[src/rtl/control_filtro_pa20_pkg.sv]
// rtl/control_filtro_pa20_pkg.sv - shared state encoding and mux select codes for the biquad controller
package control_filtro_pa20_pkg;

   // Controller sequence: one multiply-accumulate per C-state, then history shift.
   typedef enum logic [2:0] {
      IDLE  = 3'd0,
      C1    = 3'd1,
      C2    = 3'd2,
      C3    = 3'd3,
      C4    = 3'd4,
      C5    = 3'd5,
      SHIFT = 3'd6,
      DONE  = 3'd7
   } state_t;

   // Addend (S) operand of result = S + C*Z.
   typedef enum logic [2:0] {
      S_FK    = 3'd0,
      S_FK1   = 3'd1,
      S_FK2   = 3'd2,
      S_ZERO  = 3'd3,
      S_UK    = 3'd4,
      S_ACUM1 = 3'd5,
      S_ACUM2 = 3'd6,
      S_ACUM3 = 3'd7
   } sel_s_t;

   // Signal (Z) operand of result = S + C*Z.
   typedef enum logic [2:0] {
      Z_FK  = 3'd0,
      Z_FK1 = 3'd1,
      Z_FK2 = 3'd2
   } sel_z_t;

   // Coefficient (C) operand; a1/a2 are stored negated, b2 reuses b0.
   typedef enum logic [1:0] {
      C_A1N = 2'd0,
      C_A2N = 2'd1,
      C_B0  = 2'd2,
      C_B1  = 2'd3
   } sel_c_t;

   // States in which a new start cannot be accepted.
   function automatic logic is_computing(input state_t s);
      return (s inside {C1, C2, C3, C4, C5, SHIFT});
   endfunction

endpackage

[src/rtl/control_filtro_pa20_divisor_muestreo.sv]
// rtl/control_filtro_pa20_divisor_muestreo.sv - free-running sample period divider
module divisor_muestreo #(
   parameter int SAMPLE_DIV = 5000
) (
   input  logic clk,
   input  logic reset,
   output logic sample_tick
);

   localparam int W = (SAMPLE_DIV > 1) ? $clog2(SAMPLE_DIV) : 1;
   localparam logic [W-1:0] LAST = W'(SAMPLE_DIV - 1);

   logic [W-1:0] count;

   // Count 0..SAMPLE_DIV-1 and wrap, independent of the filter sequence.
   always_ff @(posedge clk or negedge reset) begin
      if (!reset) begin
         count <= '0;
      end else if (count == LAST) begin
         count <= '0;
      end else begin
         count <= count + W'(1);
      end
   end

   assign sample_tick = (count == LAST);

endmodule

[src/rtl/control_filtro_pa20.sv]
// rtl/control_filtro_pa20.sv - sequencing FSM for a high-pass DF-II biquad datapath (result = S + C*Z)
module control_filtro_pa20
   import control_filtro_pa20_pkg::*;
#(
   parameter int SAMPLE_DIV = 5000
) (
   input  logic       clk,
   input  logic       reset,
   input  logic       start,
   input  logic       clr_overrun,
   output logic       en1,
   output logic       en2,
   output logic       en3,
   output logic       en4,
   output logic       en5,
   output logic       en6,
   output logic       en7,
   output logic [2:0] selmuxS,
   output logic [2:0] selmuxZ,
   output logic [1:0] selmuxC,
   output logic       busy,
   output logic       done,
   output logic       overrun,
   output logic       sample_tick
);

   state_t state;
   state_t state_nxt;

   // State register.
   always_ff @(posedge clk or negedge reset) begin
      if (!reset) begin
         state <= IDLE;
      end else begin
         state <= state_nxt;
      end
   end

   // Next-state logic and Moore output decode from the state register.
   always_comb begin
      state_nxt = state;
      en1       = 1'b0;
      en2       = 1'b0;
      en3       = 1'b0;
      en4       = 1'b0;
      en5       = 1'b0;
      en6       = 1'b0;
      en7       = 1'b0;
      selmuxS   = S_FK;
      selmuxZ   = Z_FK;
      selmuxC   = C_A1N;
      busy      = 1'b1;
      done      = 1'b0;
      case (state)
         IDLE: begin
            busy = 1'b0;
            if (start) state_nxt = C1;
         end
         C1: begin
            // acum1 = uk - a1*fk1
            selmuxS   = S_UK;
            selmuxC   = C_A1N;
            selmuxZ   = Z_FK1;
            en5       = 1'b1;
            state_nxt = C2;
         end
         C2: begin
            // fk = acum1 - a2*fk2
            selmuxS   = S_ACUM1;
            selmuxC   = C_A2N;
            selmuxZ   = Z_FK2;
            en2       = 1'b1;
            state_nxt = C3;
         end
         C3: begin
            // acum2 = b0*fk
            selmuxS   = S_ZERO;
            selmuxC   = C_B0;
            selmuxZ   = Z_FK;
            en6       = 1'b1;
            state_nxt = C4;
         end
         C4: begin
            // acum3 = acum2 + b1*fk1
            selmuxS   = S_ACUM2;
            selmuxC   = C_B1;
            selmuxZ   = Z_FK1;
            en7       = 1'b1;
            state_nxt = C5;
         end
         C5: begin
            // yk = acum3 + b0*fk2 (b2 == b0)
            selmuxS   = S_ACUM3;
            selmuxC   = C_B0;
            selmuxZ   = Z_FK2;
            en1       = 1'b1;
            state_nxt = SHIFT;
         end
         SHIFT: begin
            // fk2 <= fk1 and fk1 <= fk on the same edge
            en3       = 1'b1;
            en4       = 1'b1;
            state_nxt = DONE;
         end
         DONE: begin
            done      = 1'b1;
            state_nxt = start ? C1 : IDLE;
         end
         default: begin
            busy      = 1'b0;
            state_nxt = IDLE;
         end
      endcase
   end

   // Sticky overrun: a start arriving mid-computation is dropped and flagged; set beats clear.
   always_ff @(posedge clk or negedge reset) begin
      if (!reset) begin
         overrun <= 1'b0;
      end else if (start && is_computing(state)) begin
         overrun <= 1'b1;
      end else if (clr_overrun) begin
         overrun <= 1'b0;
      end
   end

   divisor_muestreo #(
      .SAMPLE_DIV (SAMPLE_DIV)
   ) u_divisor_muestreo (
      .clk         (clk),
      .reset       (reset),
      .sample_tick (sample_tick)
   );

endmodule

[config.mk]
export PLATFORM = sky130hd
export DESIGN_NAME = control_filtro_pa20
export DESIGN_NICKNAME = d
export VERILOG_FILES = /design/src/rtl/control_filtro_pa20_pkg.sv /design/src/rtl/control_filtro_pa20_divisor_muestreo.sv /design/src/rtl/control_filtro_pa20.sv
export SDC_FILE = /design/constraint.sdc
export NUM_CORES = 1
export LEC_CHECK = 0
export CORE_MARGIN = 2
export CORE_UTILIZATION = 30
export CTS_CLUSTER_SIZE = 25
export DETAILED_ROUTE_END_ITERATION = 6
export PLACE_DENSITY = 0.59
export SLEW_MARGIN = 5
export SYNTH_ARGS = -nofsm -noshare
export SYNTH_HDL_FRONTEND = slang
export SYNTH_SLANG_ARGS = --single-unit
[constraint.sdc]
create_clock -name clk -period 4.65 [get_ports clk]
set_input_delay 1.395 -clock clk [delete_from_list [all_inputs] [get_ports clk]]
set_output_delay 1.395 -clock clk [all_outputs]
set_load 0.01 [all_outputs]
Word-level counts from Yosys, hierarchy flattened
Index checks and enable logic that the tools add are counted.
{"block": "totals", "inputBits": 4, "out_inout_bits": 19, "ff_bits": 17, "word_cells": 37}
{"block": "classes", "n_eq_ne": 9, "n_reduce_logical": 7, "muxes": 17, "n_addsub": 1}
{"cell": "case mux 3 bit (8 select lines)", "n": 1}
{"cell": "case mux 3 bit (5 select lines)", "n": 1}
{"cell": "adder 13 x 1 -> 13 bit (second input constant)", "n": 1}
{"cell": "== test 13 bit (second input constant)", "n": 1}
{"cell": "two-way mux 13 bit", "n": 1}
{"cell": "== test 3 bit (second input constant)", "n": 4}
{"cell": "two-way mux 1 bit", "n": 11}
{"cell": "== test 3 x 2 -> 1 bit (second input constant)", "n": 2}
{"cell": "case mux 2 bit (3 select lines)", "n": 1}
{"cell": "nonzero test 6 bit", "n": 1}
{"cell": "OR reduction 2 bit", "n": 3}
{"cell": "case mux 2 bit (2 select lines)", "n": 1}
{"cell": "== test 3 x 1 -> 1 bit (second input constant)", "n": 1}
{"cell": "logical NOT 3 bit", "n": 1}
{"cell": "two-way mux 3 bit", "n": 1}
{"cell": "!= test 2 bit (second input constant)", "n": 1}
{"cell": "nonzero test 2 bit", "n": 1}
{"cell": "logical AND 1 bit", "n": 1}

Depth between registers and ports, before layout
Gate-level depths: netlist (run 1).
{"block": "depth", "ltp_word": 4, "mapped_depth": 6, "ltp_nobuf": 6}

Modules after synthesis
Synthesis (run 1) repeated with hierarchy kept, for this count alone.
{"block": "unflattened", "cells_unflattened": 95, "area_unflattened_um2": 915.9}
{"module": "divisor_muestreo", "instances": 1, "area_per_inst_um2": 608.1, "cells_per_inst": 54, "seq_area_each_um2": 325.3}
{"module": "control_filtro_pa20", "instances": 1, "area_per_inst_um2": 307.8, "cells_per_inst": 41, "seq_area_each_um2": 100.1}

Least setup slack after synthesis (run 1)
OpenSTA, ideal clock, no wires.
{"block": "synth_path", "path_kind": "reg2out", "from": "register u_divisor_muestreo.count[5]", "to": "output sample_tick", "required_time_ns": 3.255, "stages_incl_launch_ff": 3, "arrival_ns": 1.230, "setup_slack_ns": 2.025, "path_cell_list": "dfrtp_1 or4_4 nor3_1"}
{"block": "synth_via", "elab_chain_len": 1}
{"item": "start: declaration", "line_no": "control_filtro_pa20_divisor_muestreo.sv:13", "rtl": "logic [W-1:0] count;"}
{"item": "start signal: assignment", "line_no": "control_filtro_pa20_divisor_muestreo.sv:22", "rtl": "count <= count + W'(1);"}
{"item": "== test 13 bit", "line_no": "control_filtro_pa20_divisor_muestreo.sv:26", "rtl": "assign sample_tick = (count == LAST);"}
{"item": "end: declaration", "line_no": "control_filtro_pa20.sv:24", "rtl": "output logic sample_tick"}
Every way passes these cells.

Worst setup path after layout (run 1)
{"block": "layout_path", "from": "register u_divisor_muestreo.count[0]", "to": "output sample_tick"}
Same word-level chain as after synthesis.

==> reports/metrics.csv, run 1 <==
stage;metric;value;unit
run_status;status;complete, no violations;
routing;wl_met1;872;µm
worst_setup_path;critPathCaptureType;output port;
global_route;track_usage;10.6;%
timing;report.final.slew_viol_count;0;
global_route;grt_pass1_vias;681;
timing;fmax;294;MHz
routing;routed_wl;1.80;mm
worst_setup_path;worstPathRequired;3250;ps
clock_tree;cts.path.max_buffers;2;
floorplanning;die-height;61.3;µm
synthesis;synth_top_flop_cell;dfrtp_1;
routing;detailroute.wirelength.met3;90;µm
min_path;hold_path_class;reg -> reg;
floorplanning;rows;20;
timing;hold_viol_final;0;
global_route;grt_max_degree;18;
final_layout;finalNetCount;134;
flow_run;max_cap_viol_count;0;
placed_design;gp_congestion;0.726;
global_route;globalRouteOverflowTotal;0;
global_route;antenna_found_initial;0;
clock_tree;clock_latency;280;ps
synthesis;ys_types;32;
routing;wl_met2;821;µm
global_route;grt_pass1_wl;3.00;mm
routing;drtPass1Iterations;4;
synthesis;ys_ff_latch;17;
synthesis;synth-edff-count;0;
routing;drc;0;
floorplanning;start_util;32.0;%
floorplanning;die-area;3750;µm²
floorplanning;die_w;61.3;µm
timing;post-route-period-util;73.1;%
clock_tree;ctsHtreeMaxLevel;1;
routing;dr_total_vias;768;
final_layout;layout.cells.non_filler;168;
final_layout;syn_to_final_growth;27.7;%
synthesis;syn_inst;102;
routing;wl_per_cell;10.7;µm
clock_tree;cts-resized-gates;0;
timing;fin_skew;1.48;ps
routing;drt_iter0_markers;18;
worst_setup_path;critical_path.max_fanout;5;
clock_tree;cts_tree;built;
placed_design;hpwlAfterDp;1.44;mm
synthesis;synth_area_per_cell;9.64;µm²
pwr;power_density;509;nW/µm²
synthesis;synth_fp_nets;111;
placed_design;dp_cells;164;
worst_setup_path;startpoint_type;register;
timing;grt_setup_unrepaired;no;
synthesis;yosysWarningCount;0;
routing;vias_per_cell;4.57;
clock_tree;cts_buffers;3;
timing;finalSetupViolations;0;
final_layout;n_antenna_cell;0;
timing;timing.setup.tns;0;ps
routing;ant_nets;0;
floorplanning;coreArea;3080;µm²
worst_setup_path;cp_data_arrival_time;2010;ps
clock_tree;cts_setup_buffers;0;
synthesis;synth_seq_area_share;43.3;%
timing;worstMarginPinSlew;742;ps
synthesis;synth_top_area_share;43.3;%
placed_design;port_buffers;21;
pwr;p_leak;0.610;nW
clock_tree;cts_hold_buf;0;
synthesis;async_flop_share;100;%
routing;top_layer;met4;
timing;relSlewSlack;50.4;%
final_layout;layout-drive-gt1-share;8.06;%
floorplanning;io_pins;23;
synthesis;synth_top_area_cell;dfrtp_1;
clock_tree;cts-root-buf;clkbuf_4;
clock_tree;cts_sinks;17;
pwr;ir_drop;0.155;mV
synthesis;yosys-top-cells-area;dfrtp_1, ha_1, xnor2_1, xor2_1, nand3_1;
final_layout;nFillCells;308;
worst_setup_path;crit_type;reg -> out;
clock_tree;path_clk_slew;90;ps
synthesis;synth_area;983;µm²
timing;fin_crit;3400;ps
## worst max-delay path, cell delays in order, from the launching register on
cell	delay, ps
dfrtp_1	430
ha_1	300
nand4_2	210
nor3_1	220
clkdlybuf4s50_1	560
## routing by layer
layer | GRT usage, % | vias up
met3 | 1.89 | 2
met1 | 14.7 | 351
met5 | 0 | -
met2 | 17.2 | 21
li1 | - | 394
met4 | 2.80 | 0
## Yosys cell counts, drive strengths merged (2+ instances only)
cell type and count:
dfrtp 17, inv 8, nand2 8, nand3 7
nor2 6, a21oi 5, ha 5, nand2b 5
nor3 5, xnor2 5, xor2 5, nand4 3
o21ai 3, and2 2, buf 2, nor2b 2
nor4 2
## power breakdown
part           total, mW  internal [mW]  switching [mW]
combinational      0.373          0.209           0.163
sequential         0.190          0.167          0.0232
clock             0.0767         0.0333          0.0433
## through the flow
stage	utilization [%]	area (µm²)	worst slack [ps]	power (mW)	hold WS, ps
after floorplan	-	983	2020	0.383	456
final	40.8	1260	1250	0.639	507
after global placement	40.0	1230	1560	0.564	486
after CTS	40.8	1260	1210	0.647	507
after global routing	40.8	1260	1080	0.692	527
after detailed placement	40.0	1230	1550	0.570	493
## cells by family (layout without fill, tap and decap cells)
logic type,after synthesis,in the layout,share of synthesized area (%)
and+or+nand+nor,46,46,28.5
AOI/OAI and AO/OA,12,12,7.63
adders and majority gates,5,5,6.36
other,1,1,0.381
DFF,17,17,43.3
xor gates and xnor gates,10,10,8.91
buffers and inverters,11,33,4.96
## path summary, 6_finish.rpt
| path | cells past startpoint | startpoint | to | slack, ps |
|---|---|---|---|---|
| worst max-delay path | 4 | u_divisor_muestreo.count[0] | sample_tick | 1250 |
| worst min-delay path | 1 | u_divisor_muestreo.count[11] | u_divisor_muestreo.count[11] | 510 |
| worst max register to register | 5 | u_divisor_muestreo.count[0] | u_divisor_muestreo.count[12] | 3070 |
| worst min register to register | 1 | u_divisor_muestreo.count[11] | u_divisor_muestreo.count[11] | 510 |
| max in group asynchronous | 1 | reset | overrun | 2650 |
| min in group asynchronous | 1 | reset | u_divisor_muestreo.count[5] | 1540 |
## sequential cells by signal, indices dropped and copies added, names as in the netlist
name and flops:
overrun 1, u_divisor_muestreo.count 13, state 3
## layout by cell type, fill, tap and decap left out, types with 2 or more instances in the layout
| master | count |
|---|---|
| o21ai_0 | 3 |
| nand3_1 | 7 |
| xnor2_1 | 5 |
| nor2b_1 | 2 |
| xor2_1 | 5 |
| clkbuf_4 | 3 |
| nand4_2 | 2 |
| nand2b_1 | 5 |
| a21oi_1 | 5 |
| nor2_1 | 6 |
| nand2_1 | 8 |
| nor3_1 | 4 |
| ha_1 | 5 |
| inv_1 | 8 |
| and2_1 | 2 |
| dfrtp_1 | 17 |
| clkdlybuf4s50_1 | 21 |
## final cells by class
cell class              count  area, µm²  area share (%)
inverters                   8       30.0            2.39
multi-input cells          74        509            40.5
clock buffers               4       26.3            2.09
well taps                  44       55.1            4.38
flip-flops and latches     17        425            33.9
repair buffers             21        210            16.7
Power figures use the tool's default switching activity.
==> run 2, diff against run 1 <==
- PLACE_DENSITY: 0.59 -> 0.61
- clock period: 4.65 -> 3 ns (I/O delays scaled with it)
==> reports/metrics.csv, run 2 (same netlist as run 1, synthesis figures left out) <==
stage;metric;value;unit
final_layout;largestRegisters;u_divisor_muestreo.count x13, state x3, overrun x1;
placed_design;gp_congestion;0.756;
pwr;power_density;786;nW/µm²
final_layout;n_antenna_cell;0;
routing;dr_total_vias;771;
pwr;power;1.00;mW
final_layout;fin_area;1270;µm²
clock_tree;ctsHtreeMaxLevel;1;
clock_tree;path_clk_slew;100;ps
floorplanning;die-height;61.3;µm
timing;fin_skew;9.92;ps
worst_setup_path;r2r-start;u_divisor_muestreo.count[6];
timing;hold_viol_final;0;
clock_tree;cts_buffers;3;
final_layout;syn_to_final_growth;29.6;%
worst_setup_path;critical_path.max_fanout;6;
floorplanning;io_pins;23;
timing;fmax;360;MHz
worst_setup_path;worstPathRequired;2100;ps
global_route;globalRouteOverflowTotal;0;
pwr;p_leak;0.646;nW
floorplanning;rows;20;
timing;report.final.slew_viol_count;0;
floorplanning;coreArea;3080;µm²
final_layout;layout_commonest_cell;clkdlybuf4s50_1;
timing;worstMarginPinSlew;756;ps
placed_design;dpl_cell_area;1230;µm²
min_path;worstHoldPathCells;1;
worst_setup_path;critPathCaptureType;output port;
routing;drtPass1Iterations;4;
worst_setup_path;critPathCapture;selmuxZ[0];
floorplanning;die_w;61.3;µm
min_path;hold_path_class;reg -> reg;
clock_tree;cts_sinks;17;
worst_setup_path;startpoint_type;register;
timing;post-route-period-util;92.5;%
routing;vias_per_cell;4.56;
clock_tree;clock_latency;290;ps
global_route;track_usage;11.6;%
global_route;antenna_found_initial;0;
worst_setup_path;reg2reg_slack;1470;ps
clock_tree;cts.path.max_buffers;2;
flow_run;max_cap_viol_count;0;
final_layout;regMostFlops;u_divisor_muestreo.count;
routing;ant_nets;0;
worst_setup_path;cp_data_arrival_time;1870;ps
final_layout;largest_reg_flops;13;
worst_setup_path;reg2reg_depth;3;
placed_design;port_buffers;21;
run_status;status;complete, no violations;
final_layout;finalNetCount;135;
global_route;grt_max_degree;18;
placed_design;hpwlAfterDp;1.46;mm
routing;routed_wl;1.83;mm
global_route;grt_pass1_vias;766;
clock_tree;cts_tree;built;
pwr;ir_drop;0.214;mV
min_path;min-delay-start;u_divisor_muestreo.count[11];
timing;finalSetupViolations;0;
clock_tree;cts-root-buf;clkbuf_4;
worst_setup_path;crit_type;reg -> out;
timing;relSlewSlack;49.5;%
timing;timing.setup.tns;0;ps
routing;drt_iter0_markers;33;
routing;wl_per_cell;10.8;µm
timing;fin_crit;2770;ps
final_layout;nFillCells;307;
floorplanning;die-area;3750;µm²
worst_setup_path;worstReg2RegEnd;u_divisor_muestreo.count[8];
final_layout;final_cell_mix;clkdlybuf4s50_1, dfrtp_1, inv_1;
global_route;grt_pass1_wl;3.23;mm
floorplanning;start_util;32.0;%
timing;grt_setup_unrepaired;no;
worst_setup_path;startpoint;state[1];
routing;drc;0;
final_layout;layout-drive-gt1-share;11.2;%
run 2: cell types whose count changed in the layout (fill, tap and decap cells not counted), sizes merged:
cell,change
clkbuf,-1
clkdlybuf4s50,-2
dlymetal6s2s,+2
clkinv,+1
buf,+1
run 2: report_power, final:
part           internal [mW]  switching [mW]
logic                  0.329           0.258
registers              0.258          0.0364
clock network         0.0496          0.0717
total                  0.637           0.366
run 2: how the worst min path moves through the flow:
stage	to
6_report	u_divisor_muestreo.count[11]
5_1_grt	u_divisor_muestreo.count[11]
4_1_cts	u_divisor_muestreo.count[11]
3_5_place_dp	u_divisor_muestreo.count[11]
3_3_place_gp	u_divisor_muestreo.count[11]
2_1_floorplan	u_divisor_muestreo.count[11]
run 2: final cells by class:
| type | count | area (µm²) | area share, % |
|---|---|---|---|
| multi-input cells | 74 | 514 | 40.3 |
| flip-flops and latches | 17 | 425 | 33.4 |
| repair buffers | 22 | 223 | 17.5 |
| well taps | 44 | 55.1 | 4.32 |
| inverters | 8 | 30.0 | 2.36 |
| clock buffers | 3 | 22.5 | 1.77 |
| clock inverters | 1 | 5.00 | 0.393 |
run 2: layer usage:
metal  GRT usage (%)  vias to the layer above  routed length, µm
li1                -                      394                  -
met1            14.8                      353                863
met2            19.9                       22                857
met3            1.89                        2                 84
met4            3.73                        0                 21
met5               0                        -                  0
run 2: through the flow:
step / worst slack [ps] / hold WS, ps / cells / util [%]
6_report: 225 / 495 / 169 / 41.4
5_1_grt: 91.5 / 542 / 169 / 41.4
4_1_cts: 47.3 / 495 / 168 / 40.9
3_5_place_dp: 389 / 483 / 164 / 40.0
3_3_place_gp: 406 / 482 / 164 / 40.0
2_1_floorplan: 870 / 456 / 102 / -
run 2: critical path: stages (launching register included):
cell	delay, ps
dfrtp_1	410
inv_1	100
ha_1	250
nor2b_1	180
nand2b_1	110
clkdlybuf4s50_1	530
run 2: what timing repair did:
item                       in CTS  in global routing
buffers inserted                0                  1
setup endpoints to repair       0                  2
resized for setup               0                  4
hold buffers                    0                  0
==> edit 1 (settings of run 2) <==
`SAMPLE_DIV` is set to 5000 in 2 places; all go to 1250.
--- a/src/rtl/control_filtro_pa20_divisor_muestreo.sv
+++ b/src/rtl/control_filtro_pa20_divisor_muestreo.sv
@@ -1,5 +1,5 @@
 // rtl/control_filtro_pa20_divisor_muestreo.sv - free-running sample period divider
 module divisor_muestreo #(
-   parameter int SAMPLE_DIV = 5000
+   parameter int SAMPLE_DIV = 1250
 ) (
    input  logic clk,
--- a/src/rtl/control_filtro_pa20.sv
+++ b/src/rtl/control_filtro_pa20.sv
@@ -3,5 +3,5 @@
    import control_filtro_pa20_pkg::*;
 #(
-   parameter int SAMPLE_DIV = 5000
+   parameter int SAMPLE_DIV = 1250
 ) (
    input  logic       clk,
Check against the original RTL: same outputs for any inputs over 10 cycles, from zero or initial values and one cycle with reset low; that may be too few to reach the edited logic, so the function may still have changed.
==> edit 1 against run 2 <==
- area after synthesis shrank 7.6%
- routed wire length is 4.0% lower
- setup slack worse by 0.13 ns
- power is 3.6% lower
- synthesized cell count down 4.9%
- largest power group unchanged
- clock power decreased by 7%
- sequential cell count is 2 lower
- die area is 7.1% lower
- via count up 0.26%
- cell area decreased by 7.5%
==> edit 1: results (changes against run 2) <==
[synth]
yosys-top-cells-area=dfrtp_1, ha_1, inv_1  ; was dfrtp_1, ha_1, xnor2_1
yosysSeqAreaShare_pct=41.3  ; was 43.3%
syn_nets=107  ; was 111
ys_types=34  ; was 32
synth_fa_ha_area_share_pct=8.26  ; was 6.36%
synthXorXnorAreaFrac_pct=4.82  ; was 8.91%
synth_cells=97  ; was 102
synthTopCellsByCount=dfrtp_1, inv_1, a21oi_1  ; was dfrtp_1, inv_1, nand2_1

[critical_path]
arrival_ns=2.00  ; was 1.87 ns
critPathMaxStageDelay_ns=0.48  ; was 0.53 ns

[global_routing]
grt_first_pass_wirelength_um=3020  ; was 3230 um
grt_use_met3_pct=1.31  ; was 1.89%
grt_max_degree=16  ; was 18
grt_pass1_vias=709  ; was 766
use_met1_pct=14.8  ; about the same

[routing]
wl_met1_um=837  ; was 863 um
wl_um=1750  ; was 1830 um
wl_met2_um=791  ; was 857 um

[cells_and_area]
fin_nets=131  ; was 135

[timing]
worst_pin_slew_ns=0.654  ; was 0.756 ns

[clock_network]
postCtsSetupRepairBufs=1  ; was 0

[status]
status=complete, no violations  ; unchanged

[placement]
place.gp.congestion=0.830  ; was 0.756
dp.cells=146  ; was 164
hpwlAfterDp_um=1360  ; was 1460 um
post-place-ws_ns=0.305  ; was 0.389 ns

[pwr]
p_int_uw=616  ; was 637 uW
p_total_uw=966  ; was 1000 uW
ir_drop_mv=0.261  ; was 0.214 mV

==> edit 1: path summary, 6_finish.rpt <==
path / from / end / depth (start not counted) / slack, ns
max reg2reg: state[0]$_DFFE_PN0P_ / overrun$_DFFE_PN0P_ / 4 / 1.49
max: state[0]$_DFFE_PN0P_ / selmuxS[0] / 5 / 0.1
min: u_divisor_muestreo.count[9]$_DFF_PN0_ / u_divisor_muestreo.count[9]$_DFF_PN0_ / 1 / 0.51
min reg2reg: u_divisor_muestreo.count[9]$_DFF_PN0_ / u_divisor_muestreo.count[9]$_DFF_PN0_ / 1 / 0.51
min in group asynchronous: reset / u_divisor_muestreo.count[7]$_DFF_PN0_ / 1 / 1.02
max in group asynchronous: reset / u_divisor_muestreo.count[5]$_DFF_PN0_ / 1 / 1.56
==> edit 1: cell type report <==
cell class | count | area [sq um]
fillers | 292 | 1630
clock buffers | 4 | 26.3
repair buffers | 23 | 228
multi-input cells | 68 | 474
inverters | 10 | 37.5
well taps | 31 | 38.8
flip-flops and latches | 15 | 375
==> edit 2 (config.mk and constraints of run 2) <==
Without the edit above. Make the reset (`reset`) synchronous in 3 clocked blocks.
--- a/src/rtl/control_filtro_pa20_divisor_muestreo.sv
+++ b/src/rtl/control_filtro_pa20_divisor_muestreo.sv
@@ -14,5 +14,5 @@
 
    // Count 0..SAMPLE_DIV-1 and wrap, independent of the filter sequence.
-   always_ff @(posedge clk or negedge reset) begin
+   always_ff @(posedge clk) begin
       if (!reset) begin
          count <= '0;
--- a/src/rtl/control_filtro_pa20.sv
+++ b/src/rtl/control_filtro_pa20.sv
@@ -29,5 +29,5 @@
 
    // State register.
-   always_ff @(posedge clk or negedge reset) begin
+   always_ff @(posedge clk) begin
       if (!reset) begin
          state <= IDLE;
@@ -115,5 +115,5 @@
 
    // Sticky overrun: a start arriving mid-computation is dropped and flagged; set beats clear.
-   always_ff @(posedge clk or negedge reset) begin
+   always_ff @(posedge clk) begin
       if (!reset) begin
          overrun <= 1'b0;
Function: differs if reset is asserted again (counterexample within 4 cycles, from zero or initial values and one cycle with reset low); with reset held inactive, the same outputs for 10 cycles.
==> edit 2 against run 2 <==
- area after synthesis is 5.1% lower
- critical path type unchanged
- register-to-register slack worse by 0.08 ns
- sequential cell count stayed put
- critical endpoint is now selmuxS[2]
- cell area is 5.8% lower
- combinational power is 34% lower
- largest power group unchanged
- power is 22% lower
- setup slack worse by 0.077 ns
- routed wire length is 21% higher
- global-route usage is 1.9 points higher
==> edit 2: results (changes against run 2) <==
[hold_path]
holdPathEnd=overrun$_SDFFE_PN0P_  ; was u_divisor_muestreo.count[11]$_DFF_PN0_
holdPathStages=2  ; was 1
min_from=overrun$_SDFFE_PN0P_  ; was u_divisor_muestreo.count[11]$_DFF_PN0_

[placement]
place.gp.congestion=0.841  ; was 0.756
hpwlAfterDp_um=1630  ; was 1460 um
dp.cells=161  ; was 164

[critical_path]
r2r_end=u_divisor_muestreo.count[12]$_SDFF_PP0_  ; was u_divisor_muestreo.count[8]$_DFF_PN0_
r2r_cells=4  ; was 3
crit_start=state[0]$_SDFFE_PN0P_  ; was state[1]$_DFFE_PN0P_
arrival_ns=1.95  ; was 1.87 ns
crit_slowest_cell=clkdlybuf4s50_1  ; unchanged
r2r-start=u_divisor_muestreo.count[0]$_SDFF_PP0_  ; was u_divisor_muestreo.count[6]$_DFF_PN0_
crit_end=selmuxS[2]  ; was selmuxZ[0]
critPathMaxStageDelay_ns=0.48  ; was 0.53 ns

[synth]
yosys-top-cells-area=dfxtp_1, ha_1, a21oi_1  ; was dfrtp_1, ha_1, xnor2_1
ys_types=36  ; was 32
ys.flop_type=dfxtp_1  ; was dfrtp_1
avgSynthCellArea_sq_um=8.49  ; was 9.64 sq um
yosysSeqAreaShare_pct=36.5  ; was 43.3%
syn_nets=119  ; was 111
async_flop_share_pct=0  ; was 100%
synthTopCellsByCount=dfxtp_1, inv_1, a21oi_1  ; was dfrtp_1, inv_1, nand2_1

[pwr]
p_clk_share_pct=16.0  ; was 12.1%
ir_drop_mv=0.225  ; was 0.214 mV
leakagePower_uw=0.000498  ; was 0.000646 uW
p_int_uw=514  ; was 637 uW

[status]
status=complete, no violations  ; unchanged

[global_routing]
grt_first_pass_wirelength_um=3620  ; was 3230 um
grt_pass1_vias=826  ; was 766

[routing]
wl_um=2210  ; was 1830 um
num_vias=878  ; was 771
drt_iter0_drc=22  ; was 33

[cells_and_area]
drive_above_1_share_pct=8.27  ; was 11.2%
fin_cells=166  ; was 169
n_fill_cell=325  ; was 307
fin_nets=143  ; was 135

[timing]
hold_ws_ns=0.486  ; was 0.495 ns

[clock_network]
htree_levels=1  ; unchanged

## edit 2: changes by cell type in the layout (fill, tap and decap cells not counted), sizes merged, moves of 4 or more
cell          run 2  this run
dfxtp             0        17
dfrtp            17         0
xor2              5         1
a21oi             5        10
nor3              5         1
## edit 2: routing by layer
metal  routed length [um]  share of wire, %  global-route usage (%)  vias to the layer above
met5                    0                 0                       0                        -
met2                 1030                47                    22.5                       28
met4                   42               1.9                    7.62                        0
met3                  139               6.3                    3.25                        4
li1                     -                 -                       -                      438
met1                  990                45                    15.7                      408
## edit 2: area by class of cell
cell class	count	share of cell area (%)
clock buffers	4	2.19
well taps	33	3.44
flip-flops and latches	17	28.3
inverters	10	3.13
multi-input cells	80	44.8
repair buffers	22	18.1
## edit 2: what timing repair did
| item | 4_1_cts | 5_1_grt |
|---|---|---|
| resized for setup | 0 | 1 |
| buffers inserted | 0 | 1 |
| endpoints found under the hold margin | 0 | 0 |
| hold buffers | 0 | 0 |
| setup endpoints to repair | 0 | 1 |
## edit 2: kinds of logic (layout without fill, tap and decap cells)
logic type,count (synthesis),in the layout,share of synthesized area (%)
xor gates and xnor gates,3,3,2.82
AOI/OAI and AO/OA,25,25,16.9
other,1,1,0.402
and+or+nand+nor,46,46,30.6
buffers and inverters,13,36,6.17
DFF,17,17,36.5
adders and majority gates,5,5,6.70
## edit 2: stage by stage
step,worst slack [ns],cell area (sq um),power (uW)
after floorplan,0.916,933,465
after global placement,0.495,1160,647
after detailed placement,0.433,1160,653
after CTS,0.0933,1190,778
after global routing,0.0216,1200,840
final,0.148,1200,781
## edit 2: worst reg2reg max path, cell delays in order (launching register included)
cell and delay (ns):
dfxtp_1 0.40, ha_1 0.22, nand3_1 0.29, or4_4 0.51
a21oi_2 0.14
